===== src/rtl/synth_pkg.sv =====
// Shared sizing and FSM encodings for the time-multiplexed voice phase generator.
package synth_pkg;

    localparam int NUM_VOICES = 4;
    localparam int PHASE_W    = 32;
    localparam int IDX_W      = 16;

    typedef enum logic [0:0] {
        ST_IDLE  = 1'b0,
        ST_SWEEP = 1'b1
    } sweep_state_t;

endpackage


===== src/rtl/voice_regfile.sv =====
// Per-voice phase/increment/gate storage: a config write port and a sweep
// read-modify-write port that advances the visited voice's phase.
module voice_regfile #(
    parameter  int NUM_VOICES = synth_pkg::NUM_VOICES,
    parameter  int PHASE_W    = synth_pkg::PHASE_W,
    localparam int VOICE_W    = $clog2(NUM_VOICES)
) (
    input  logic                          clock,
    input  logic                          reset_n,
    input  logic                          wr_en,
    input  logic [VOICE_W-1:0]            wr_voice,
    input  logic [PHASE_W-1:0]            wr_incr,
    input  logic                          wr_gate,
    input  logic                          rmw_en,
    input  logic [VOICE_W-1:0]            rmw_voice,
    output logic [synth_pkg::IDX_W-1:0]   rmw_idx,
    output logic                          rmw_gate
);
    import synth_pkg::*;

    logic [PHASE_W-1:0] phase_q [NUM_VOICES];
    logic [PHASE_W-1:0] incr_q  [NUM_VOICES];
    logic               gate_q  [NUM_VOICES];

    // The sweep sees the pre-increment phase; the update lands at the clock edge.
    assign rmw_idx  = phase_q[rmw_voice][PHASE_W-1 -: IDX_W];
    assign rmw_gate = gate_q[rmw_voice];

    always_ff @(posedge clock or negedge reset_n) begin
        if (!reset_n) begin
            for (int v = 0; v < NUM_VOICES; v++) begin
                phase_q[v] <= '0;
                incr_q[v]  <= '0;
                gate_q[v]  <= 1'b0;
            end
        end else begin
            if (rmw_en && gate_q[rmw_voice]) begin
                phase_q[rmw_voice] <= phase_q[rmw_voice] + incr_q[rmw_voice];
            end
            if (wr_en) begin
                incr_q[wr_voice] <= wr_incr;
                gate_q[wr_voice] <= wr_gate;
                // Note-on restarts the phase; a write to an already gated voice glides.
                if (wr_gate && !gate_q[wr_voice]) begin
                    phase_q[wr_voice] <= '0;
                end
            end
        end
    end

endmodule


===== src/rtl/voice_phase_gen.sv =====
// Sweeps all voices once per sample tick, emitting each voice's LUT phase index
// and gate one cycle after the voice is visited.
module voice_phase_gen #(
    parameter  int NUM_VOICES = synth_pkg::NUM_VOICES,
    parameter  int PHASE_W    = synth_pkg::PHASE_W,
    localparam int VOICE_W    = $clog2(NUM_VOICES)
) (
    input  logic                          clock,
    input  logic                          reset_n,
    input  logic                          sample_tick,
    input  logic                          cfg_valid,
    output logic                          cfg_ready,
    input  logic [VOICE_W-1:0]            cfg_voice,
    input  logic [PHASE_W-1:0]            cfg_incr,
    input  logic                          cfg_gate,
    output logic                          idx_valid,
    output logic [VOICE_W-1:0]            idx_voice,
    output logic [synth_pkg::IDX_W-1:0]   idx,
    output logic                          idx_gate,
    output logic                          overrun
);
    import synth_pkg::*;

    sweep_state_t         state;
    logic [VOICE_W-1:0]   vcnt;
    logic [IDX_W-1:0]     rmw_idx;
    logic                 rmw_gate;
    logic                 cfg_wr;
    logic                 sweeping;

    // Config is locked out for the whole sweep so every voice sees a consistent snapshot.
    assign cfg_ready = (state == ST_IDLE) && !sample_tick;
    assign cfg_wr    = cfg_valid && cfg_ready;
    assign sweeping  = (state == ST_SWEEP);

    voice_regfile #(
        .NUM_VOICES (NUM_VOICES),
        .PHASE_W    (PHASE_W)
    ) u_regfile (
        .clock     (clock),
        .reset_n   (reset_n),
        .wr_en     (cfg_wr),
        .wr_voice  (cfg_voice),
        .wr_incr   (cfg_incr),
        .wr_gate   (cfg_gate),
        .rmw_en    (sweeping),
        .rmw_voice (vcnt),
        .rmw_idx   (rmw_idx),
        .rmw_gate  (rmw_gate)
    );

    always_ff @(posedge clock or negedge reset_n) begin
        if (!reset_n) begin
            state     <= ST_IDLE;
            vcnt      <= '0;
            idx_valid <= 1'b0;
            idx_voice <= '0;
            idx       <= '0;
            idx_gate  <= 1'b0;
            overrun   <= 1'b0;
        end else begin
            idx_valid <= 1'b0;
            idx_voice <= '0;
            idx       <= '0;
            idx_gate  <= 1'b0;
            if (sample_tick && sweeping) begin
                overrun <= 1'b1;
            end
            case (state)
                ST_IDLE: begin
                    if (sample_tick) begin
                        state <= ST_SWEEP;
                        vcnt  <= '0;
                    end
                end
                ST_SWEEP: begin
                    idx_valid <= 1'b1;
                    idx_voice <= vcnt;
                    idx       <= rmw_idx;
                    idx_gate  <= rmw_gate;
                    if (vcnt == VOICE_W'(NUM_VOICES - 1)) begin
                        state <= ST_IDLE;
                        vcnt  <= '0;
                    end else begin
                        vcnt <= vcnt + VOICE_W'(1);
                    end
                end
                default: state <= ST_IDLE;
            endcase
        end
    end

endmodule


===== config.mk =====
export PLATFORM = sky130hd
export DESIGN_NAME = voice_phase_gen
export DESIGN_NICKNAME = d
export VERILOG_FILES = /design/src/rtl/synth_pkg.sv /design/src/rtl/voice_regfile.sv /design/src/rtl/voice_phase_gen.sv
export SDC_FILE = /design/constraint.sdc
export NUM_CORES = 1
export LEC_CHECK = 0
export BUFFER_PORTS_ARGS = -buffer_cell sky130_fd_sc_hd__buf_2
export CAP_MARGIN = 25
export CORE_AREA = 2 2 166 168
export CTS_CLUSTER_SIZE = 28
export DETAILED_ROUTE_END_ITERATION = 7
export DIE_AREA = 0 0 168 170
export GPL_ROUTABILITY_DRIVEN = 1
export HOLD_SLACK_MARGIN = 0.06
export PLACE_DENSITY = 0.85
export SYNTH_ARGS = -nofsm -noshare
export SYNTH_HDL_FRONTEND = slang
export SYNTH_SLANG_ARGS = --single-unit

===== constraint.sdc =====
create_clock -name clock -period 4.1 [get_ports clock]
set_input_delay 0.205 -clock clock [delete_from_list [all_inputs] [get_ports clock]]
set_output_delay 0.205 -clock clock [all_outputs]
set_load 0.02 [all_outputs]

==> summary.md, run 1 <==
| Metric | Value |
|---|---|
| Slew at the pin with the worst max-slew slack | `0.785 ns` |
| N_diodes | `0` |
| Synth warnings | `0` |
| Period utilization | `94.4%` |
| Post-synth EDFFs | `0` |
| CTS Root Cell | `clkbuf_16` |
| Worst EP required | `4.53 ns` |
| Max-Cap Viols | `0` |
| Distinct cells, synth | `81` |
| CP Data Arrival Time | `4.30 ns` |
| Drt pass-1 iters | `5` |
| Site Rows | `60` |
| Synth Instances | `1,248` |
| # nets final | `1,406` |
| Overall track demand over capacity in global routing | `26.4%` |
| Maximum clock frequency | `0.258 GHz` |
| Via count | `10,900` |
| Final WL | `37,200 um` |
| Fin. Hold Viols | `0` |
| Wire per inst | `22.0 um` |
| Die height | `170 um` |
| Share of post-route cells with drive strength above 1 | `28.6%` |
| DRC marker count from the first detailed-route iteration | `1,084` |
| First-pass GRT wire length | `60,000 um` |
| ANT nets after route | `0` |
| Number of buffers added on ports | `60` |
| Reg-to-Reg Start | `vcnt[0]` |
| Vias in the first global route | `11,500` |
| Synth Cell Area | `14,700 um^2` |
| Flops & latches, synth | `284` |
| Final estimated routing congestion in global placement | `0.958` |
| Initial antenna violation count | `0` |
| Pin count of the biggest net entering global routing | `102` |
| Synth Flop Type | `dfrtp_1` |
| Outcome | `finished, final reports clean` |
| Slew headroom | `47.5%` |
| Die area | `28,600 um^2` |
| CTS tree | `done` |
| Area Growth Syn to Fin | `13.7%` |
| Worst Hold Class | `input port to async pin` |
| Worst setup EP type | `register` |
| Critical path class | `register to register` |
| Total grt overflow | `0` |
| I/O Pins | `61` |
| Starting Density | `55.2%` |
| Reg clk slew, reported paths | `0.06 ns` |
| Residual DRC | `0` |
| Clk_skew | `0.0128 ns` |
| Startpoint Class | `register` |
| Htree depth | `1` |
| Setup TNS | `0 ns` |
| Pins over their slew limit | `0` |
| Drt via density | `6.46` |
| R2R Setup Slk | `0.23 ns` |
| Crit Path Max Fanout | `18` |
| Unrepaired setup endpoints after global routing | `false` |
| Final setup viols | `0` |
| Core area | `26,700 um^2` |
| CTS Buffer Depth | `3` |
| Syn Area/Cell | `11.8 um^2` |
| Clk sink count | `284` |
| HPWL after DPL | `23,500 um` |
| Period minus WS final | `3.87 ns` |
| Post-synthesis sequential area ratio | `48.3%` |
| Die span in x | `168 um` |
| Clk_lat worst skew | `0.55 ns` |
| Launch point of the worst path | `vcnt[0]` |
| Mapped Nets | `1,323` |
| Fraction of registers with async set/reset | `100%` |
| CTS buffer count | `29` |
==> metal layers <==
metal | GRT usage (%) | wire, um | vias to the layer above
li1 | - | - | 4778
met1 | 34.2 | 14700 | 5495
met2 | 45.2 | 18200 | 558
met3 | 4.53 | 3070 | 118
met4 | 9.64 | 1270 | 0
met5 | 0 | 0 | -
==> synthesized netlist by cell type (7+ instances only) <==
cell type | instances | area, um^2
nor2_1 | 51 | 191
dfrtp_1 | 284 | 7110
o21ai_1 | 13 | 65.1
ha_1 | 35 | 438
buf_2 | 41 | 205
xnor2_1 | 10 | 87.6
clkbuf_1 | 29 | 109
a22oi_1 | 9 | 67.6
and2_1 | 25 | 156
or3_1 | 18 | 113
a21o_1 | 20 | 150
a22o_1 | 18 | 158
nand2_1 | 156 | 586
nor3_1 | 20 | 100
mux2i_1 | 9 | 90.1
nand3_1 | 29 | 145
o21ai_0 | 12 | 60.1
a31oi_1 | 11 | 68.8
mux4_2 | 66 | 1490
and3_1 | 17 | 106
o21bai_1 | 7 | 52.6
mux2_2 | 132 | 1490
a32o_1 | 8 | 80.1
a21oi_1 | 94 | 470
nand4_1 | 15 | 93.8
inv_1 | 10 | 37.5
==> critical path, cell delays in order (launching register included) <==
cell     delay, ns
dfrtp_4       0.63
buf_12        0.26
buf_4         0.16
mux4_2        0.49
ha_1          0.42
nand3_1       0.26
o31ai_2       0.60
a41oi_2       0.27
a21oi_2       0.40
or3_1         0.19
nand3_1       0.06
==> registers in the layout, indices dropped and copies added, names as in the netlist <==
name,count
idx,16
idx_gate,1
idx_valid,1
idx_voice,2
overrun,1
state,1
u_regfile.gate_q,4
u_regfile.incr_q,128
u_regfile.phase_q,128
vcnt,2
==> final timing paths <==
check                                    endpoint  cells past startpoint
min in group clock          u_regfile.phase_q[70]                      5
hold / removal               u_regfile.incr_q[70]                      2
max in group asynchronous  u_regfile.phase_q[118]                      3
setup / recovery            u_regfile.phase_q[60]                     10
hold reg to reg                           overrun                      1
setup reg to reg            u_regfile.phase_q[60]                     10
==> stage by stage <==
step           std cells  setup WS, ns  hold slack [ns]  instance area (um^2)  utilization, %
4_1_cts             1693         0.279            0.278                 16700            62.7
6_report            1694         0.228            0.239                 16700            62.8
5_1_grt             1694        0.0248            0.311                 16700            62.8
3_3_place_gp        1605         0.380            0.258                 15400            57.9
2_1_floorplan       1248        0.0720          -0.0906                 14700               -
3_5_place_dp        1605         0.316            0.270                 15400            57.9
==> what timing repair did <==
| item | CTS | global route |
|---|---|---|
| hold buffers | 35 | 0 |
| setup buffers | 0 | 0 |
| setup endpoints to repair | 0 | 1 |
| resized for setup | 0 | 1 |
| hold endpoints to repair | 225 | 0 |
==> final cells by class <==
cell class                 count  area (um^2)
multi-input combinational    873         7180
fill                        1964         9920
timing repair buffer         133         1040
sequential                   284         7110
tap                          341          427
clock buffer                  43          828
clock inverter                10          110
inverter                      10         37.5
==> cells in the final DEF (no fill, tap or decap), drive strengths merged, types with 4 or more instances in the layout <==
cell type	count
nand3	30
ha	35
a22oi	9
o21ai	29
buf	98
and2	26
o21a	4
a31oi	13
dlygate4sd3	35
a21oi	100
mux2	132
inv	12
a32o	8
nor2b	6
and3	20
xor2	6
o21bai	8
or3	19
clkbuf	43
clkinv	5
nor3b	6
nand2	163
mux4	66
nor3	21
a21o	20
mux2i	9
nor2	51
a22o	18
nor4	5
nand4	15
a211oi	8
dfrtp	284
xnor2	11
==> kinds of logic (layout without fill, tap and decap cells) <==
logic type | count (synthesis) | in the layout | synth area share [%]
xor+xnor | 17 | 17 | 1.06
mux | 207 | 207 | 20.8
flops | 284 | 284 | 48.3
fa+ha+maj | 36 | 36 | 3.11
buf+inv | 91 | 196 | 2.98
compound gates | 244 | 244 | 11.5
simple gates | 369 | 369 | 12.2
Power of run 1 is left out: the tool's default activity adds up to more than one toggle a clock period on the data nets, which glitch-free logic cannot reach.
==> run 2: changes to the inputs <==
--- a/config.mk
+++ b/config.mk
@@ -9,11 +9,12 @@
 export CAP_MARGIN = 25
-export CORE_AREA = 2 2 166 168
+export CORE_AREA = 2 2 162 164
 export CTS_CLUSTER_SIZE = 28
 export DETAILED_ROUTE_END_ITERATION = 7
-export DIE_AREA = 0 0 168 170
+export DIE_AREA = 0 0 164 166
 export GPL_ROUTABILITY_DRIVEN = 1
 export HOLD_SLACK_MARGIN = 0.06
-export PLACE_DENSITY = 0.85
+export PLACE_DENSITY = 0.86
 export SYNTH_ARGS = -nofsm -noshare
 export SYNTH_HDL_FRONTEND = slang
+export SYNTH_HIERARCHICAL = 1
 export SYNTH_SLANG_ARGS = --single-unit
==> constraint.sdc (replaced) <==
create_clock -name clock -period 4.1 [get_ports clock]
set_input_delay 1.23 -clock clock [delete_from_list [all_inputs] [get_ports clock]]
set_output_delay 1.23 -clock clock [all_outputs]
set_load 0.02 [all_outputs]
==> summary.md, run 2 <==
| Metric | Value |
|---|---|
| Post-synthesis sequential area ratio | `50.3% (was 48.3%)` |
| CTS tree | `done (unchanged)` |
| CP Cell Sequence | `buf_12 > mux4_2 > fa_1 > a21o_1 > a221oi_4 > o211ai_4 > buf_4 > o21ai_0 > o31ai_1 > xnor2_1 > o21ai_0 (was buf_12 > buf_4 > mux4_2 > ha_1 > nand3_1 > o31ai_2 > a41oi_2 > a21oi_2 > or3_1 > nand3_1)` |
| Syn Area/Cell | `11.8 um^2 (about the same)` |
| Post-synth EDFFs | `0 (unchanged)` |
| Fin. Hold Viols | `0 (unchanged)` |
| Most used cell, CP | `o21ai_0 (was nand3_1)` |
| Final setup viols | `0 (unchanged)` |
| I/O Pins | `61 (unchanged)` |
| Post-CTS Hold Buffers | `0 (was 35)` |
| ANT nets after route | `0 (unchanged)` |
| Residual DRC | `0 (unchanged)` |
| Distinct cells, synth | `64 (was 81)` |
| Final WL | `36,500 um (was 37,200 um)` |
| Worst-path cell with the longest stage delay | `mux4_2 (was dfrtp_4)` |
| Synth Instances | `1,201 (was 1,248)` |
| Worst EP required | `4.51 ns (was 4.53 ns)` |
| Synth top cells by count | `dfrtp_1 (284), nand2_1 (150), mux2_2 (132) (was dfrtp_1 (284), nand2_1 (156), mux2_2 (132))` |
| Synth top area share | `50.3% (was 48.3%)` |
| Synth Cell Area | `14,100 um^2 (was 14,700 um^2)` |
| Vias in the first global route | `11,200 (was 11,500)` |
| Top-count cell post-synth | `dfrtp_1 (unchanged)` |
| Reg area | `7110 um^2 (unchanged)` |
| Area Growth Syn to Fin | `13.8% (was 13.7%)` |
| Top post-synthesis cells by area | `dfrtp_1 (50%), mux2_2 (11%), mux4_2 (11%), nand2_1 (4.0%), a21oi_1 (3.4%) (was dfrtp_1 (48%), mux2_2 (10%), mux4_2 (10%), nand2_1 (4.0%), a21oi_1 (3.2%))` |
| DRC marker count from the first detailed-route iteration | `1,305 (was 1,084)` |
| Most frequent cells in the layout | `dfrtp_1 (282), nand2_1 (150), mux2_2 (132) (was dfrtp_1 (282), nand2_1 (155), mux2_2 (132))` |
| Final Util | `62.8% (about the same)` |
| Period minus WS final | `3.96 ns (was 3.87 ns)` |
| HPWL after DPL | `23,100 um (was 23,500 um)` |
| Drt via density | `6.49 (was 6.46)` |
| Slew headroom | `30.2% (was 47.5%)` |
| Share of post-route cells with drive strength above 1 | `29.2% (was 28.6%)` |
| Slew at the pin with the worst max-slew slack | `1.05 ns (was 0.785 ns)` |
| Total grt overflow | `0 (unchanged)` |
| Pins over their slew limit | `0 (unchanged)` |
| CTS buffer count | `31 (was 29)` |
| Die area | `27,200 um^2 (was 28,600 um^2)` |
| Reg clk slew, reported paths | `0.06 ns (about the same)` |
| Pin count of the biggest net entering global routing | `117 (was 102)` |
| Clk_skew | `0.0123 ns (was 0.0128 ns)` |
| Synth warnings | `6 (was 0)` |
| Core area | `25,600 um^2 (was 26,700 um^2)` |
| CTS Root Cell | `clkbuf_16 (unchanged)` |
| Worst Hold Class | `register to register (was input port to async pin)` |
| First-pass GRT wire length | `59,100 um (was 60,000 um)` |
| Number of buffers added on ports | `60 (unchanged)` |
| Mapped Nets | `1,273 (was 1,323)` |
| Clk sink count | `284 (unchanged)` |
| Delay of the slowest critical-path stage | `0.60 ns (was 0.63 ns)` |
| Period utilization | `96.7% (was 94.4%)` |
| Crit-path leading delay family | `compound AO/OA/AOI/OAI gates (unchanged)` |
| Max-Cap Viols | `0 (unchanged)` |
| Commonest non-fill, non-tap cell in the layout | `dfrtp_1 (unchanged)` |
| Htree depth | `1 (unchanged)` |
| Area occupied by multi-input gates | `6760 um^2 (was 7180 um^2)` |
| Synth Flop Type | `dfrtp_1 (unchanged)` |
| Starting Density | `55.2% (about the same)` |
| Startpoint Class | `register (unchanged)` |
| CP Data Arrival Time | `4.37 ns (was 4.30 ns)` |
| Top flop regs | `u_regfile/incr_q: 128 flops, u_regfile/phase_q: 128 flops, idx: 16 flops (was u_regfile.incr_q: 128 flops, u_regfile.phase_q: 128 flops, idx: 16 flops)` |
| Maximum clock frequency | `0.252 GHz (was 0.258 GHz)` |
| Initial antenna violation count | `0 (unchanged)` |
| Filler cells | `1,855 (was 1,964)` |
| Flops & latches, synth | `284 (unchanged)` |
| Setup TNS | `0 ns (unchanged)` |
| # nets final | `1,343 (was 1,406)` |
| Worst setup EP type | `register (unchanged)` |
| Wire per inst | `22.4 um (was 22.0 um)` |
| Fraction of registers with async set/reset | `100% (unchanged)` |
| N_diodes | `0 (unchanged)` |
| Site Rows | `59 (was 60)` |
| Via count | `10,600 (was 10,900)` |
| Most area-hungry cell type in the Yosys netlist | `dfrtp_1 (unchanged)` |
| Die span in x | `164 um (was 168 um)` |
| Crit Path Max Fanout | `29 (was 18)` |
| Outcome | `finished, final reports clean (unchanged)` |
| Unrepaired setup endpoints after global routing | `false (unchanged)` |
| Die height | `166 um (was 170 um)` |
| Overall track demand over capacity in global routing | `27.3% (was 26.4%)` |
| CTS Buffer Depth | `3 (unchanged)` |
| Clk_lat worst skew | `0.56 ns (was 0.55 ns)` |
| Critical path class | `register to register (unchanged)` |
| Final estimated routing congestion in global placement | `1.00 (was 0.958)` |
| Drt pass-1 iters | `5 (unchanged)` |
| CP bufs+invs | `2 (unchanged)` |
## run 2: final cells by class
cell class,instances,area share [%]
timing repair buffer,111,4.85
multi-input combinational,841,42.0
tap,335,2.61
clock inverter,13,0.653
clock buffer,45,5.58
sequential,284,44.2
inverter,2,0.0467
## run 2: kinds of logic after synthesis
| logic type | count (synthesis) | synth area share [%] |
|---|---|---|
| adder cells (fa/ha/maj) | 33 | 2.97 |
| buffers and inverters | 76 | 2.04 |
| AND/OR/NAND/NOR | 330 | 10.8 |
| XOR/XNOR | 23 | 1.43 |
| multiplexers | 203 | 21.4 |
| flip-flops | 284 | 50.3 |
| AO/OA/AOI/OAI | 252 | 11.1 |
## run 2: final timing paths
| check | start | endpoint | slack [ns] | cells after the start |
|---|---|---|---|---|
| max | vcnt[0] | u_regfile/phase_q[56] | 0.14 | 11 |
| max in group asynchronous | reset_n | u_regfile/incr_q[118] | 2.49 | 2 |
| max reg2reg | vcnt[0] | u_regfile/phase_q[56] | 0.14 | 11 |
| min | overrun | overrun | 0.47 | 1 |
| min in group asynchronous | reset_n | u_regfile/incr_q[10] | 0.60 | 1 |
| min reg2reg | overrun | overrun | 0.47 | 1 |
## run 2: per-layer routing
metal	up-vias	GRT usage, %	wire, um
met2	550	44.9	18000
met3	130	5.32	3110
li1	4551	-	-
met5	-	0	0
met1	5362	35.7	13900
met4	0	11.2	1410
## run 2: through the flow
stage | cell area (um^2) | std cells | hold WS (ns) | setup slack, ns
detailed placement | 15100 | 1573 | 0.444 | 0.180
CTS | 16100 | 1631 | 0.481 | 0.152
floorplan | 14100 | 1201 | 0.445 | 0.0932
global placement | 15100 | 1573 | 0.432 | 0.298
global route | 16100 | 1631 | 0.499 | 0.00831
finish | 16100 | 1631 | 0.472 | 0.137
## run 2: timing repair
item	in CTS	in global routing
resized for setup	0	3
endpoints found under the setup margin	0	4
hold endpoints to repair	0	0
setup buffers	0	0
Power of run 2 is left out for the same reason.
